### src/rtl/hit_pkg.sv
// Shared constants and event record layout for the key-hit capture path.
// Event records pack MSB-first as octave | note | length | time.
package hit_pkg;

  localparam int OCT_W         = 3;
  localparam int OCT_MIN_DEF   = 1;
  localparam int OCT_MAX_DEF   = 7;
  localparam int OCT_RESET_DEF = 4;

  function automatic int ev_width(input int nw, input int lw, input int ts_w);
    return OCT_W + nw + lw + ts_w;
  endfunction

endpackage

### src/rtl/hit_fifo.sv
// Synchronous first-word-fall-through FIFO; the head word is always visible on pop_data.
// Storage is not reset, only pointers and occupancy flags.
module hit_fifo #(
  parameter int WIDTH = 8,
  parameter int DEPTH = 16
) (
  input  logic                       clk,
  input  logic                       rst_n,
  input  logic                       push,
  input  logic [WIDTH-1:0]           push_data,
  input  logic                       pop,
  output logic [WIDTH-1:0]           pop_data,
  output logic                       full,
  output logic                       empty,
  output logic [$clog2(DEPTH+1)-1:0] count
);

  localparam int AW = $clog2(DEPTH);
  localparam int CW = $clog2(DEPTH + 1);

  logic [WIDTH-1:0] mem [DEPTH];
  logic [AW-1:0]    wr_ptr, rd_ptr;
  logic [CW-1:0]    cnt_q, cnt_nxt;
  logic             empty_q, full_q;
  logic             do_push, do_pop;

  // A pop frees a slot in the same cycle, so a full FIFO still accepts a push alongside it
  assign do_pop  = pop & ~empty_q;
  assign do_push = push & (~full_q | do_pop);

  always_comb begin
    cnt_nxt = cnt_q;
    case ({do_push, do_pop})
      2'b10:   cnt_nxt = cnt_q + 1'b1;
      2'b01:   cnt_nxt = cnt_q - 1'b1;
      default: cnt_nxt = cnt_q;
    endcase
  end

  always_ff @(posedge clk) begin
    if (!rst_n) begin
      wr_ptr  <= '0;
      rd_ptr  <= '0;
      cnt_q   <= '0;
      empty_q <= 1'b1;
      full_q  <= 1'b0;
    end else begin
      if (do_push) wr_ptr <= wr_ptr + 1'b1;
      if (do_pop)  rd_ptr <= rd_ptr + 1'b1;
      cnt_q   <= cnt_nxt;
      empty_q <= (cnt_nxt == '0);
      full_q  <= (cnt_nxt == CW'(DEPTH));
    end
  end

  always_ff @(posedge clk) begin
    if (do_push) mem[wr_ptr] <= push_data;
  end

  assign pop_data = mem[rd_ptr];
  assign full     = full_q;
  assign empty    = empty_q;
  assign count    = cnt_q;

endmodule

### src/rtl/hit_recorder.sv
// Key-hit capture: edge-detects octave, length and note keys and queues
// timestamped note events for the playback/scoring consumer.
module hit_recorder import hit_pkg::*; #(
  parameter int NOTE_KEYS = 7,
  parameter int LEN_KEYS  = 7,
  parameter int OCT_MIN   = OCT_MIN_DEF,
  parameter int OCT_MAX   = OCT_MAX_DEF,
  parameter int OCT_RESET = OCT_RESET_DEF,
  parameter int TS_W      = 32,
  parameter int DEPTH     = 16
) (
  input  logic                           clk,
  input  logic                           rst_n,
  input  logic                           en,
  input  logic                           oct_up,
  input  logic                           oct_down,
  input  logic [NOTE_KEYS-1:0]           note_key,
  input  logic [LEN_KEYS-1:0]            length_key,
  input  logic [TS_W-1:0]                system_clock,
  output logic [OCT_W-1:0]               octave,
  output logic [$clog2(LEN_KEYS)-1:0]    length,
  output logic                           ev_valid,
  input  logic                           ev_ready,
  output logic [OCT_W-1:0]               ev_octave,
  output logic [$clog2(NOTE_KEYS)-1:0]   ev_note,
  output logic [$clog2(LEN_KEYS)-1:0]    ev_length,
  output logic [TS_W-1:0]                ev_time,
  output logic [$clog2(DEPTH+1)-1:0]     count,
  output logic                           overflow,
  input  logic                           clr_ovf
);

  localparam int NW = $clog2(NOTE_KEYS);
  localparam int LW = $clog2(LEN_KEYS);
  localparam int EW = ev_width(NW, LW, TS_W);

  function automatic logic [NW-1:0] note_enc(input logic [NOTE_KEYS-1:0] v);
    note_enc = '0;
    for (int i = 0; i < NOTE_KEYS; i++) if (v[i]) note_enc = NW'(i);
  endfunction

  function automatic logic [LW-1:0] len_enc(input logic [LEN_KEYS-1:0] v);
    len_enc = '0;
    for (int i = 0; i < LEN_KEYS; i++) if (v[i]) len_enc = LW'(i);
  endfunction

  function automatic logic [OCT_W-1:0] oct_sat(input logic [OCT_W-1:0] cur,
                                               input logic up, input logic dn);
    oct_sat = cur;
    if (up && !dn && cur < OCT_W'(OCT_MAX))      oct_sat = cur + 1'b1;
    else if (dn && !up && cur > OCT_W'(OCT_MIN)) oct_sat = cur - 1'b1;
  endfunction

  logic                 oct_up_p1, oct_down_p1;
  logic [NOTE_KEYS-1:0] note_key_p1;
  logic [LEN_KEYS-1:0]  length_key_p1;
  logic                 up_rise, dn_rise;
  logic [NOTE_KEYS-1:0] note_rise;
  logic [LEN_KEYS-1:0]  len_rise;
  logic [OCT_W-1:0]     octave_q;
  logic [LW-1:0]        length_q;
  logic                 ovf_q;
  logic                 ev_vld_p0;
  logic [EW-1:0]        ev_data_p0;
  logic [EW-1:0]        head_data;
  logic                 fifo_full, fifo_empty, drop;

  // Stage p1: previous key samples, tracked regardless of en
  always_ff @(posedge clk) begin
    if (!rst_n) begin
      oct_up_p1     <= 1'b0;
      oct_down_p1   <= 1'b0;
      note_key_p1   <= '0;
      length_key_p1 <= '0;
    end else begin
      oct_up_p1     <= oct_up;
      oct_down_p1   <= oct_down;
      note_key_p1   <= note_key;
      length_key_p1 <= length_key;
    end
  end

  // Stage p0: gated rising edges; the event snapshots octave/length before this cycle's update
  assign up_rise    = en & oct_up   & ~oct_up_p1;
  assign dn_rise    = en & oct_down & ~oct_down_p1;
  assign note_rise  = {NOTE_KEYS{en}} & note_key   & ~note_key_p1;
  assign len_rise   = {LEN_KEYS{en}}  & length_key & ~length_key_p1;
  assign ev_vld_p0  = |note_rise;
  assign ev_data_p0 = {octave_q, note_enc(note_rise), length_q, system_clock};
  assign drop       = ev_vld_p0 & fifo_full & ~ev_ready;

  always_ff @(posedge clk) begin
    if (!rst_n) begin
      octave_q <= OCT_W'(OCT_RESET);
      length_q <= '0;
      ovf_q    <= 1'b0;
    end else begin
      octave_q <= oct_sat(octave_q, up_rise, dn_rise);
      if (|len_rise) length_q <= len_enc(len_rise);
      if (drop)         ovf_q <= 1'b1;
      else if (clr_ovf) ovf_q <= 1'b0;
    end
  end

  hit_fifo #(
    .WIDTH (EW),
    .DEPTH (DEPTH)
  ) u_fifo (
    .clk       (clk),
    .rst_n     (rst_n),
    .push      (ev_vld_p0),
    .push_data (ev_data_p0),
    .pop       (ev_ready),
    .pop_data  (head_data),
    .full      (fifo_full),
    .empty     (fifo_empty),
    .count     (count)
  );

  assign {ev_octave, ev_note, ev_length, ev_time} = head_data;
  assign ev_valid = ~fifo_empty;
  assign octave   = octave_q;
  assign length   = length_q;
  assign overflow = ovf_q;

endmodule

### config.mk
export PLATFORM = sky130hd
export DESIGN_NAME = hit_recorder
export DESIGN_NICKNAME = d
export VERILOG_FILES = /design/src/rtl/hit_pkg.sv /design/src/rtl/hit_fifo.sv /design/src/rtl/hit_recorder.sv
export SDC_FILE = /design/constraint.sdc
export NUM_CORES = 1
export LEC_CHECK = 0
export BUFFER_PORTS_ARGS = -buffer_cell sky130_fd_sc_hd__buf_2
export CAP_MARGIN = 5
export CORE_MARGIN = 3
export CORE_UTILIZATION = 50
export CTS_CLUSTER_DIAMETER = 30
export DETAILED_ROUTE_END_ITERATION = 6
export HOLD_SLACK_MARGIN = 0.06
export PLACE_DENSITY_LB_ADDON = 0.05
export SLEW_MARGIN = 20
export SYNTH_ARGS = -nofsm -noshare
export SYNTH_HDL_FRONTEND = slang
export SYNTH_SLANG_ARGS = --single-unit
export TNS_END_PERCENT = 10
### constraint.sdc
create_clock -name clk -period 5.7 [get_ports clk]
set_input_delay 0 -clock clk [delete_from_list [all_inputs] [get_ports clk]]
set_output_delay 0 -clock clk [all_outputs]
set_load 0.01 [all_outputs]
==> impl_metrics.yaml, run 1 <==
floorplanning:
  pin_count: 107
  start_util_pct: 51.0
  die_h_um: 239
  row_count: 84
  dieArea_um2: 56900
  core_area_um2: 53000
  chipWidth_um: 239
clocking:
  insertion_delay_ns: 0.69
  clock_path_buffers: 3
  cts_resized: 0
  cts_tree: "yes"
  cts_setup_buffers: 0
  cts_buffers: 133
  htree_levels: 4
  clkTransAtPathRegs_ns: 0.04
  cts-root-buf: "clkbuf_16"
  clkSinkCount: 698
timing:
  rsz0062_at_grt: "false"
  drv_slew: 0
  timing.slew.headroom_pct: 29.1
  fin_crit_sh_pct: 58.7
  setup_tns_ns: 0
  fmax_mhz: 299
  worstMarginPinSlew_ns: 1.06
  fin_crit_ns: 3.35
  finalSetupViolations: 0
  clock_skew_ns: 0.0148
  hold_viol_final: 0
power:
  vdd_ir_drop_max_mv: 0.268
  power.density_nw_per_um2: 446
  power_switching_w: 0.00329
  p_seq_share_pct: 39.0
  power.leakage_nw: 11.4
  p_int_w: 0.0118
  sw_frac_of_total_pct: 21.8
  total_power_w: 0.0151
  p_clk_share_pct: 52.3
  combPwrFrac_pct: 8.7
synth:
  synth-seq-cells: 698
  seq_area_frac_synth_pct: 76.0
  syn_avg_cell_area_um2: 23.4
  synth_cell_types: 44
  ys_async_sr_fraction_pct: 0
  ys.warnings.count: 0
  synth_edf_count: 656
  dominantRegCellSynth: "edfxtp_1"
  synth_cells: 1153
  synthesis.area_um2: 27000
  syn_nets: 1217
worst_setup_path:
  cp_max_fo: 81
  cp-start-kind: "register"
  r2r_setup_slack_ns: 2.39
  r2r-start: "u_fifo.empty$_SDFF_PN1_"
  cp.arrival_ns: 3.35
  slowest_delay_ns: 0.73
  path_cells: "buf_12, mux4_1, mux4_2, buf_2"
  cpMaxStageDelayCell: "mux4_1"
  crit_path_end_kind: "primary output"
  reg2regPathDepth: 6
  critical_path_class: "register to primary output"
  timing.rr.end: "u_fifo.mem[7][26]$_DFFE_PP_"
  critPathRequiredTime_ns: 5.70
worst_hold_path:
  min-delay-start: "length_key[5]"
  holdPathEnd: "length_key_p1[5]$_SDFF_PN0_"
  hold_depth: 4
  min_path_type: "input pin to register"
layout:
  antenna_cells: 0
  fin_nets: 1505
  multi_input_area_um2: 6140
  drive_above_1_share_pct: 32.1
  post-route-cell-area_um2: 33900
  final_common_cell: "edfxtp_1"
  area_growth_syn_to_layout_pct: 25.3
  final_cell_mix: "edfxtp_1 (656), clkbuf_16 (137), mux4_2 (124), buf_2 (106), dlygate4sd3_1 (83)"
  layout.area.seq_um2: 20600
  n_fill_cell: 3595
run:
  drv_cap: 0
detailed_routing:
  postRouteAntennaNets: 0
  viasPerCell: 5.74
  drc_errors: 0
  drt_pass1_iterations: 5
  vias: 12800
  wirelength_um: 58300
  drt-initial-drc-count: 904
  wl_per_cell_um: 26.1
global_route:
  track_usage_pct: 21.4
  overflow: 0
  antenna_found_initial: 1
  grt_max_degree: 82
  grt_pass1_vias: 13700
  grt_pass1_wl_um: 87800
placement:
  portBuffers: 106
  gp_congestion: 0.734
  dpl.hpwl_um: 32000
  dpl-instance-area_um2: 28400
status:
  status: "completed"
[worst max-delay path: cells and delay by family, from the launching register on]
| family | cells | cell delay (ns) |
|---|---|---|
| multiplexers | 2 | 1.28 |
| buffers and inverters | 2 | 0.62 |
| flip-flops | 1 | 0.57 |
[layout make-up]
cell class,count,share of cell area (%)
flip-flops and latches,698,60.7
multi-input cells,378,18.1
clock buffers,150,10.3
repair buffers,216,4.85
clock inverters,94,3.34
well taps,688,2.54
inverters,14,0.155
[power by group through the flow]
stage,clock network [W],registers [W],logic (W)
6_report,0.00791,0.00589,0.00132
5_1_grt,0.00834,0.00590,0.00142
4_1_cts,0.00806,0.00589,0.00135
3_5_place_dp,0,0.00598,0.00130
3_3_place_gp,0,0.00597,0.00129
2_1_floorplan,0,0.00594,0.000907
[metrics by stage]
| stage | hold WS [ns] | util (%) | worst slack, ns | std cells |
|---|---|---|---|---|
| 4_1_cts | 0.0702 | 63.8 | 2.25 | 2236 |
| 5_1_grt | 0.149 | 63.9 | 2.05 | 2238 |
| 3_3_place_gp | 0.214 | 53.5 | 2.41 | 1909 |
| 6_report | 0.147 | 63.9 | 2.35 | 2238 |
| 3_5_place_dp | 0.219 | 53.5 | 2.33 | 1909 |
| 2_1_floorplan | 0.0989 | - | 1.20 | 1153 |
[logic make-up after synthesis]
logic type | synth area share, %
multiplexers | 18.5
flip-flops | 76.0
XOR/XNOR | 0.259
adder cells (fa/ha/maj) | 0.509
AO/OA/AOI/OAI | 0.894
AND/OR/NAND/NOR | 2.16
buffers and inverters | 1.69
[synthesized netlist by cell type (all sizes together), types with 2 or more instances]
cell type  instances  share of area [%]
a21oi             11               0.22
o41ai              2              0.065
xor2               3              0.097
dfxtp             42                3.1
o21ai              6               0.11
mux4             205                 18
nand3b             6               0.17
nor2b             15               0.35
nand2b            11               0.25
a21bo              2              0.074
nor2              31               0.43
nand4              2              0.046
edfxtp           656                 73
xnor2              5               0.16
mux2i              8               0.30
clkbuf            22               0.31
o211ai             2              0.056
o22ai              3              0.069
inv               14               0.19
nand2             17               0.24
o31ai              2              0.056
buf               41                1.2
nor3               4              0.074
and2              18               0.42
ha                11               0.51
[repair_timing]
action	CTS	global route
endpoints found under the hold margin	561	0
setup endpoints to repair	0	0
hold buffers	83	0
[worst max-delay path by stage]
stage / slack, ns / depth (start not counted) / endpoint / from
after floorplan: 1.20 / 6 / u_fifo.mem[3][0]$_DFFE_PP_ / u_fifo.empty$_SDFF_PN1_
final: 2.35 / 4 / ev_time[0] / register
after global routing: 2.05 / 12 / u_fifo.full$_SDFF_PN0_ / u_fifo.empty$_SDFF_PN1_
after detailed placement: 2.33 / 6 / u_fifo.mem[7][30]$_DFFE_PP_ / u_fifo.empty$_SDFF_PN1_
after CTS: 2.25 / 4 / ev_time[0] / register
after global placement: 2.41 / 6 / u_fifo.mem[7][31]$_DFFE_PP_ / u_fifo.empty$_SDFF_PN1_
[layer usage]
layer / global-route usage, % / up-vias / part of all wire, % / wire (µm)
li1: - / 5576 / - / -
met1: 30.1 / 6819 / 44 / 25800
met2: 33.6 / 369 / 49 / 28500
met5: 0 / - / 0.022 / 13
met3: 5.38 / 80 / 5.3 / 3090
met4: 6.45 / 2 / 1.6 / 960
[registers in the layout, indices dropped and copies added (netlist names), named ones only]
name and cells:
u_fifo.count 5, oct_down_p1 1, oct_up_p1 1, u_fifo.rd_ptr 4, u_fifo.mem 656, u_fifo.full 1, overflow 1, octave 3
note_key_p1 7, u_fifo.wr_ptr 4, length 3, u_fifo.empty 1, length_key_p1 7
No activity file was read; power rests on OpenSTA's default activity.
==> run 2: changes to the inputs <==
==> constraint.sdc (replaced) <==
create_clock -name clk -period 2.72 [get_ports clk]
set_input_delay 0 -clock clk [delete_from_list [all_inputs] [get_ports clk]]
set_output_delay 0 -clock clk [all_outputs]
set_load 0.01 [all_outputs]
==> run 2 against run 1 <==
Largest cell class unchanged; largest power group unchanged; global-route usage up 1.3 points; total power rose by 110%; via count rose by 2.8%; combinational power increased to 2.6 times the previous value; the flow now finishes with violations (negative setup slack); clock-buffer cell count increased by 14.
==> impl_metrics.yaml, run 2 (synthesized netlist as in run 1, its figures left out) <==
timing:
  fin_ws_ns: -0.0203
  clock_skew_ns: 0.0190
  hold-worst-slack_ns: 0.127
  hold_viol_final: 0
  rsz0062_at_grt: "true"
  finalSetupViolations: 3
  fmax_mhz: 365
  timing.slew.headroom_pct: 51.8
  drv_slew: 0
  setup_tns_ns: -0.0464
  fin_crit_ns: 2.74
  fin_crit_sh_pct: 101
  worstMarginPinSlew_ns: 0.721
detailed_routing:
  wl_per_cell_um: 26.7
  vias: 13200
  drt_pass1_iterations: 4
  viasPerCell: 5.76
  wirelength_um: 61200
  postRouteAntennaNets: 0
  drc_errors: 0
  drt-initial-drc-count: 999
status:
  violations: "negative setup slack"
  status: "finished, violations left"
global_route:
  track_usage_pct: 22.6
  antenna_found_initial: 0
  met2_usage_pct: 35.3
  overflow: 0
  use_met3_pct: 5.77
  grt_pass1_wl_um: 91800
  grt-busiest-layer: "met2"
  grt_pass1_vias: 14200
  use_met1_pct: 31.8
  grt_max_degree: 45
clocking:
  cts_tree: "yes"
  cts-root-buf: "clkbuf_16"
  clock_path_buffers: 3
  insertion_delay_ns: 0.69
  clkTransAtPathRegs_ns: 0.04
  cts_buffers: 140
  clkSinkCount: 698
  htree_levels: 4
floorplanning:
  dieArea_um2: 56900
  row_count: 84
  chipWidth_um: 239
  die_h_um: 239
  pin_count: 107
  start_util_pct: 51.0
  core_area_um2: 53000
power:
  total_power_w: 0.0324
  power.leakage_nw: 11.7
  power.density_nw_per_um2: 926
  vdd_ir_drop_max_mv: 0.559
worst_setup_path:
  path_cells: "buf_12, buf_12, buf_16, mux4_2, mux4_2, buf_6"
  cp_max_fo: 7
  critPathRequiredTime_ns: 2.72
  slowest_delay_ns: 0.55
  cpMaxStageDelayCell: "mux4_2"
  cp_num_buf_inv: 4
  critical_path_class: "register to primary output"
  cpLargestDelayFamily: "multiplexers"
  cp-start-kind: "register"
  crit_path_end_kind: "primary output"
  cp.arrival_ns: 2.74
layout:
  n_fill_cell: 3500
  reg_top3: "u_fifo.mem: 656 flops, length_key_p1: 7 flops, note_key_p1: 7 flops"
  final_common_cell: "edfxtp_1"
  final_cell_mix: "edfxtp_1 (656), mux4_2 (159), clkbuf_16 (151), dlygate4sd3_1 (83), buf_2 (83)"
  largest_register: "u_fifo.mem"
  fin_nets: 1556
  antenna_cells: 0
  largest_register_ffs: 656
  drive_above_1_share_pct: 36.3
  fin_util_pct: 66.2
  area_growth_syn_to_layout_pct: 29.7
  instances_no_fill: 2294
placement:
  dp_cells: 1934
  portBuffers: 106
  gp_congestion: 0.699
  dpl.hpwl_um: 29100
run:
  drv_cap: 0
worst_hold_path:
  min_path_type: "input pin to register"
[run 2: cell count changes in the layout (fill, tap and decap cells not counted), sizes merged]
cell / delta
clkinvlp: +5
buf: +43
inv: -7
bufinv: -7
clkinv: +7
clkbuf: +15
[run 2: layout make-up]
type	count	area, µm²	area share, %
Clock inverter	92	905	2.58
Inverter	14	52.6	0.150
Multi-Input combinational cell	378	6060	17.3
Sequential cell	698	20600	58.6
Tap cell	688	861	2.46
Clock buffer	164	3810	10.9
Timing Repair Buffer	260	2810	8.02
[run 2: report_power, final]
| part | internal [W] | switching (W) |
|---|---|---|
| combinational | 0.00189 | 0.00159 |
| sequential | 0.0121 | 0.000142 |
| clock | 0.0114 | 0.00533 |
[run 2: worst register-to-register path: stages, from the launching register on]
cell	delay (ns)
dfxtp_1	0.31
nor2b_2	0.16
o41ai_2	0.10
buf_4	0.15
a21oi_2	0.15
inv_1	0.07
ha_1	0.20
xor2_1	0.17
ha_1	0.23
o21ai_0	0.15
a21oi_1	0.07
nor4_2	0.26
mux2i_1	0.34
and4b_1	0.22
[run 2: through the flow]
| stage | setup WS (ns) | instance area (µm²) |
|---|---|---|
| after global routing | -0.104 | 35100 |
| after detailed placement | 0.0303 | 29000 |
| after floorplan | -0.643 | 27100 |
| after global placement | 0.0964 | 29000 |
| final | -0.0203 | 35100 |
| after CTS | -0.0637 | 35000 |
[run 2: path summary, 6_finish.rpt]
check	slack [ns]	cells after the start	end	startpoint
min	0.13	4	length_key_p1[5]$_SDFF_PN0_	length_key[5]
max	-0.02	6	ev_octave[1]	register
max reg2reg	0.11	13	u_fifo.full$_SDFF_PN0_	note_key_p1[2]$_SDFF_PN0_
min reg2reg	0.53	2	u_fifo.rd_ptr[3]$_SDFFE_PN0P_	u_fifo.rd_ptr[3]$_SDFFE_PN0P_
[run 2: layer usage]
| layer | part of all wire [%] | wire, µm |
|---|---|---|
| met4 | 1.7 | 1050 |
| met1 | 43 | 26400 |
| met3 | 6.1 | 3710 |
| met2 | 49 | 30000 |
| met5 | 0 | 0 |
[run 2: repair_timing]
action | CTS | global route
resized for setup | 67 | 22
pin swaps | 0 | 0
hold endpoints to repair | 568 | 0
hold buffers | 83 | 0
buffers inserted | 7 | 0
setup endpoints to repair | 41 | 42
gates cloned | 13 | 1
==> run 3: changes to the inputs <==
--- a/config.mk
+++ b/config.mk
@@ -13,6 +13,7 @@
 export DETAILED_ROUTE_END_ITERATION = 6
 export HOLD_SLACK_MARGIN = 0.06
 export PLACE_DENSITY_LB_ADDON = 0.05
+export RECOVER_POWER = 100
 export SLEW_MARGIN = 20
 export SYNTH_ARGS = -nofsm -noshare
 export SYNTH_HDL_FRONTEND = slang
==> run 3 against run 2 <==
The run still ends with negative setup slack left; wire length about the same; register-to-register slack hardly changed; worst setup slack gained 0.00050 ns; core utilization down 1.0 points; clock-buffer cell count unchanged; worst hold slack worse by 0.00074 ns; die area unchanged; cell count unchanged; total power is 0.25% lower; sequential power about the same; first-iteration DRC count grew 3.4%; largest cell class unchanged.
==> impl_metrics.yaml, run 3 (synthesized netlist as in run 1, its figures left out) <==
layout:
  final_common_cell: "edfxtp_1"
  final_cell_mix: "edfxtp_1 (656), mux4_2 (159), clkbuf_16 (151), dlygate4sd3_1 (83), clkbuf_1 (64)"
  largest_register_ffs: 656
  largest_register: "u_fifo.mem"
  n_fill_cell: 3593
  fin_util_pct: 65.2
  fin_nets: 1556
  antenna_cells: 0
  instances_no_fill: 2294
  reg_top3: "u_fifo.mem: 656 flops, length_key_p1: 7 flops, note_key_p1: 7 flops"
  area_growth_syn_to_layout_pct: 27.7
  drive_above_1_share_pct: 32.3
detailed_routing:
  drt-initial-drc-count: 1033
  vias: 13200
  drc_errors: 0
  postRouteAntennaNets: 0
  drt_pass1_iterations: 5
  viasPerCell: 5.76
  wl_per_cell_um: 26.7
  wirelength_um: 61200
status:
  status: "finished, violations left"
  violations: "negative setup slack"
global_route:
  grt-busiest-layer: "met2"
  use_met1_pct: 31.8
  met2_usage_pct: 35.3
  overflow: 0
  use_met3_pct: 5.77
  track_usage_pct: 22.6
  grt_max_degree: 45
  grt_pass1_vias: 14200
  grt_pass1_wl_um: 91800
  antenna_found_initial: 0
worst_setup_path:
  slowest_delay_ns: 0.54
  crit_path_end_kind: "primary output"
  cpMaxStageDelayCell: "mux4_1"
  cp_num_buf_inv: 4
  crit_top_cell: "buf_12"
  path_cells: "buf_12, buf_12, buf_16, mux4_1, mux4_2, buf_6"
  critical_path_class: "register to primary output"
  critPathRequiredTime_ns: 2.72
  cp_max_fo: 7
  cp.arrival_ns: 2.74
  cpLargestDelayFamily: "multiplexers"
  r2r_setup_slack_ns: 0.11
  cp-start-kind: "register"
timing:
  hold_viol_final: 0
  drv_slew: 0
  finalSetupViolations: 5
  hold-worst-slack_ns: 0.126
  rsz0062_at_grt: "true"
  fin_crit_ns: 2.74
  fin_crit_sh_pct: 101
  clock_skew_ns: 0.0184
  worstMarginPinSlew_ns: 1.23
  fmax_mhz: 365
  timing.slew.headroom_pct: 18.2
  fin_ws_ns: -0.0198
clocking:
  cts_tree: "yes"
  clkTransAtPathRegs_ns: 0.04
  clkSinkCount: 698
  htree_levels: 4
  cts-root-buf: "clkbuf_16"
  cts_buffers: 140
  clock_path_buffers: 3
  insertion_delay_ns: 0.69
power:
  p_int_w: 0.0253
  total_power_w: 0.0324
  vdd_ir_drop_max_mv: 0.569
  p_seq_share_pct: 38.0
  combPwrFrac_pct: 10.5
  sw_frac_of_total_pct: 21.8
  power.leakage_nw: 11.5
  power_switching_w: 0.00705
  p_clk_share_pct: 51.6
  power.density_nw_per_um2: 937
placement:
  gp_congestion: 0.699
  dpl.hpwl_um: 29100
  portBuffers: 106
  place_ws_ns: 0.0303
  dp_cells: 1934
floorplanning:
  row_count: 84
  start_util_pct: 51.0
  dieArea_um2: 56900
  pin_count: 107
  die_h_um: 239
  core_area_um2: 53000
  chipWidth_um: 239
run:
  drv_cap: 0
worst_hold_path:
  min_path_type: "input pin to register"
## run 3: cell types whose count changed in the layout (fill, tap and decap cells not counted), sizes merged
cell / previous run / this run
buf: 176 / 97
clkbuf: 165 / 244
## run 3: final timing paths
path | startpoint | end | cells past startpoint
min reg2reg | u_fifo.rd_ptr[3]$_SDFFE_PN0P_ | u_fifo.rd_ptr[3]$_SDFFE_PN0P_ | 2
max reg2reg | note_key_p1[2]$_SDFF_PN0_ | u_fifo.full$_SDFF_PN0_ | 13
max | register | ev_octave[1] | 6
min | length_key[5] | length_key_p1[5]$_SDFF_PN0_ | 4
## run 3: worst reg2reg max path, stage by stage, from the launching register on
cell	delay, ns
dfxtp_1	0.31
nor2b_2	0.16
o41ai_2	0.10
buf_4	0.15
a21oi_2	0.14
inv_1	0.07
ha_1	0.20
xor2_1	0.17
ha_1	0.23
o21ai_0	0.15
a21oi_1	0.07
nor4_2	0.26
mux2i_1	0.34
and4b_1	0.22
## run 3: repair_timing
item	4_1_cts	5_1_grt
hold buffers	83	0
buffers inserted	7	0
gates resized for setup	67	22
hold endpoints to repair	568	0
cloned	13	1
endpoints found under the setup margin	41	42
## run 3: power by group through the flow
stage	Clock, W	Combinational, W	Sequential [W]
floorplan	0	0.00191	0.0124
global placement	0	0.00274	0.0125
detailed placement	0	0.00274	0.0125
CTS	0.0170	0.00347	0.0123
global route	0.0176	0.00361	0.0123
finish	0.0167	0.00339	0.0123
## run 3: cell type report
type                       count  area, µm²  share of cell area (%)
sequential                   698      20600                    59.5
inverter                      14       52.6                   0.152
clock buffer                 164       3810                    11.0
multi-input combinational    378       5940                    17.2
timing repair buffer         260       2400                    6.96
clock inverter                92        905                    2.62
tap                          688        861                    2.49
## run 3: through the flow
stage / area, µm² / setup TNS, ns
floorplan: 27100 / -321.52
global placement: 29000 / 0
detailed placement: 29000 / 0
CTS: 35000 / -1.06
global route: 34500 / -2.29
finish: 34500 / -0.0543
## run 3: layer usage
| layer | wire, µm | share of wire [%] |
|---|---|---|
| met5 | 0 | 0 |
| met4 | 1240 | 2.0 |
| met3 | 3970 | 6.5 |
| met2 | 29800 | 49 |
| met1 | 26200 | 43 |
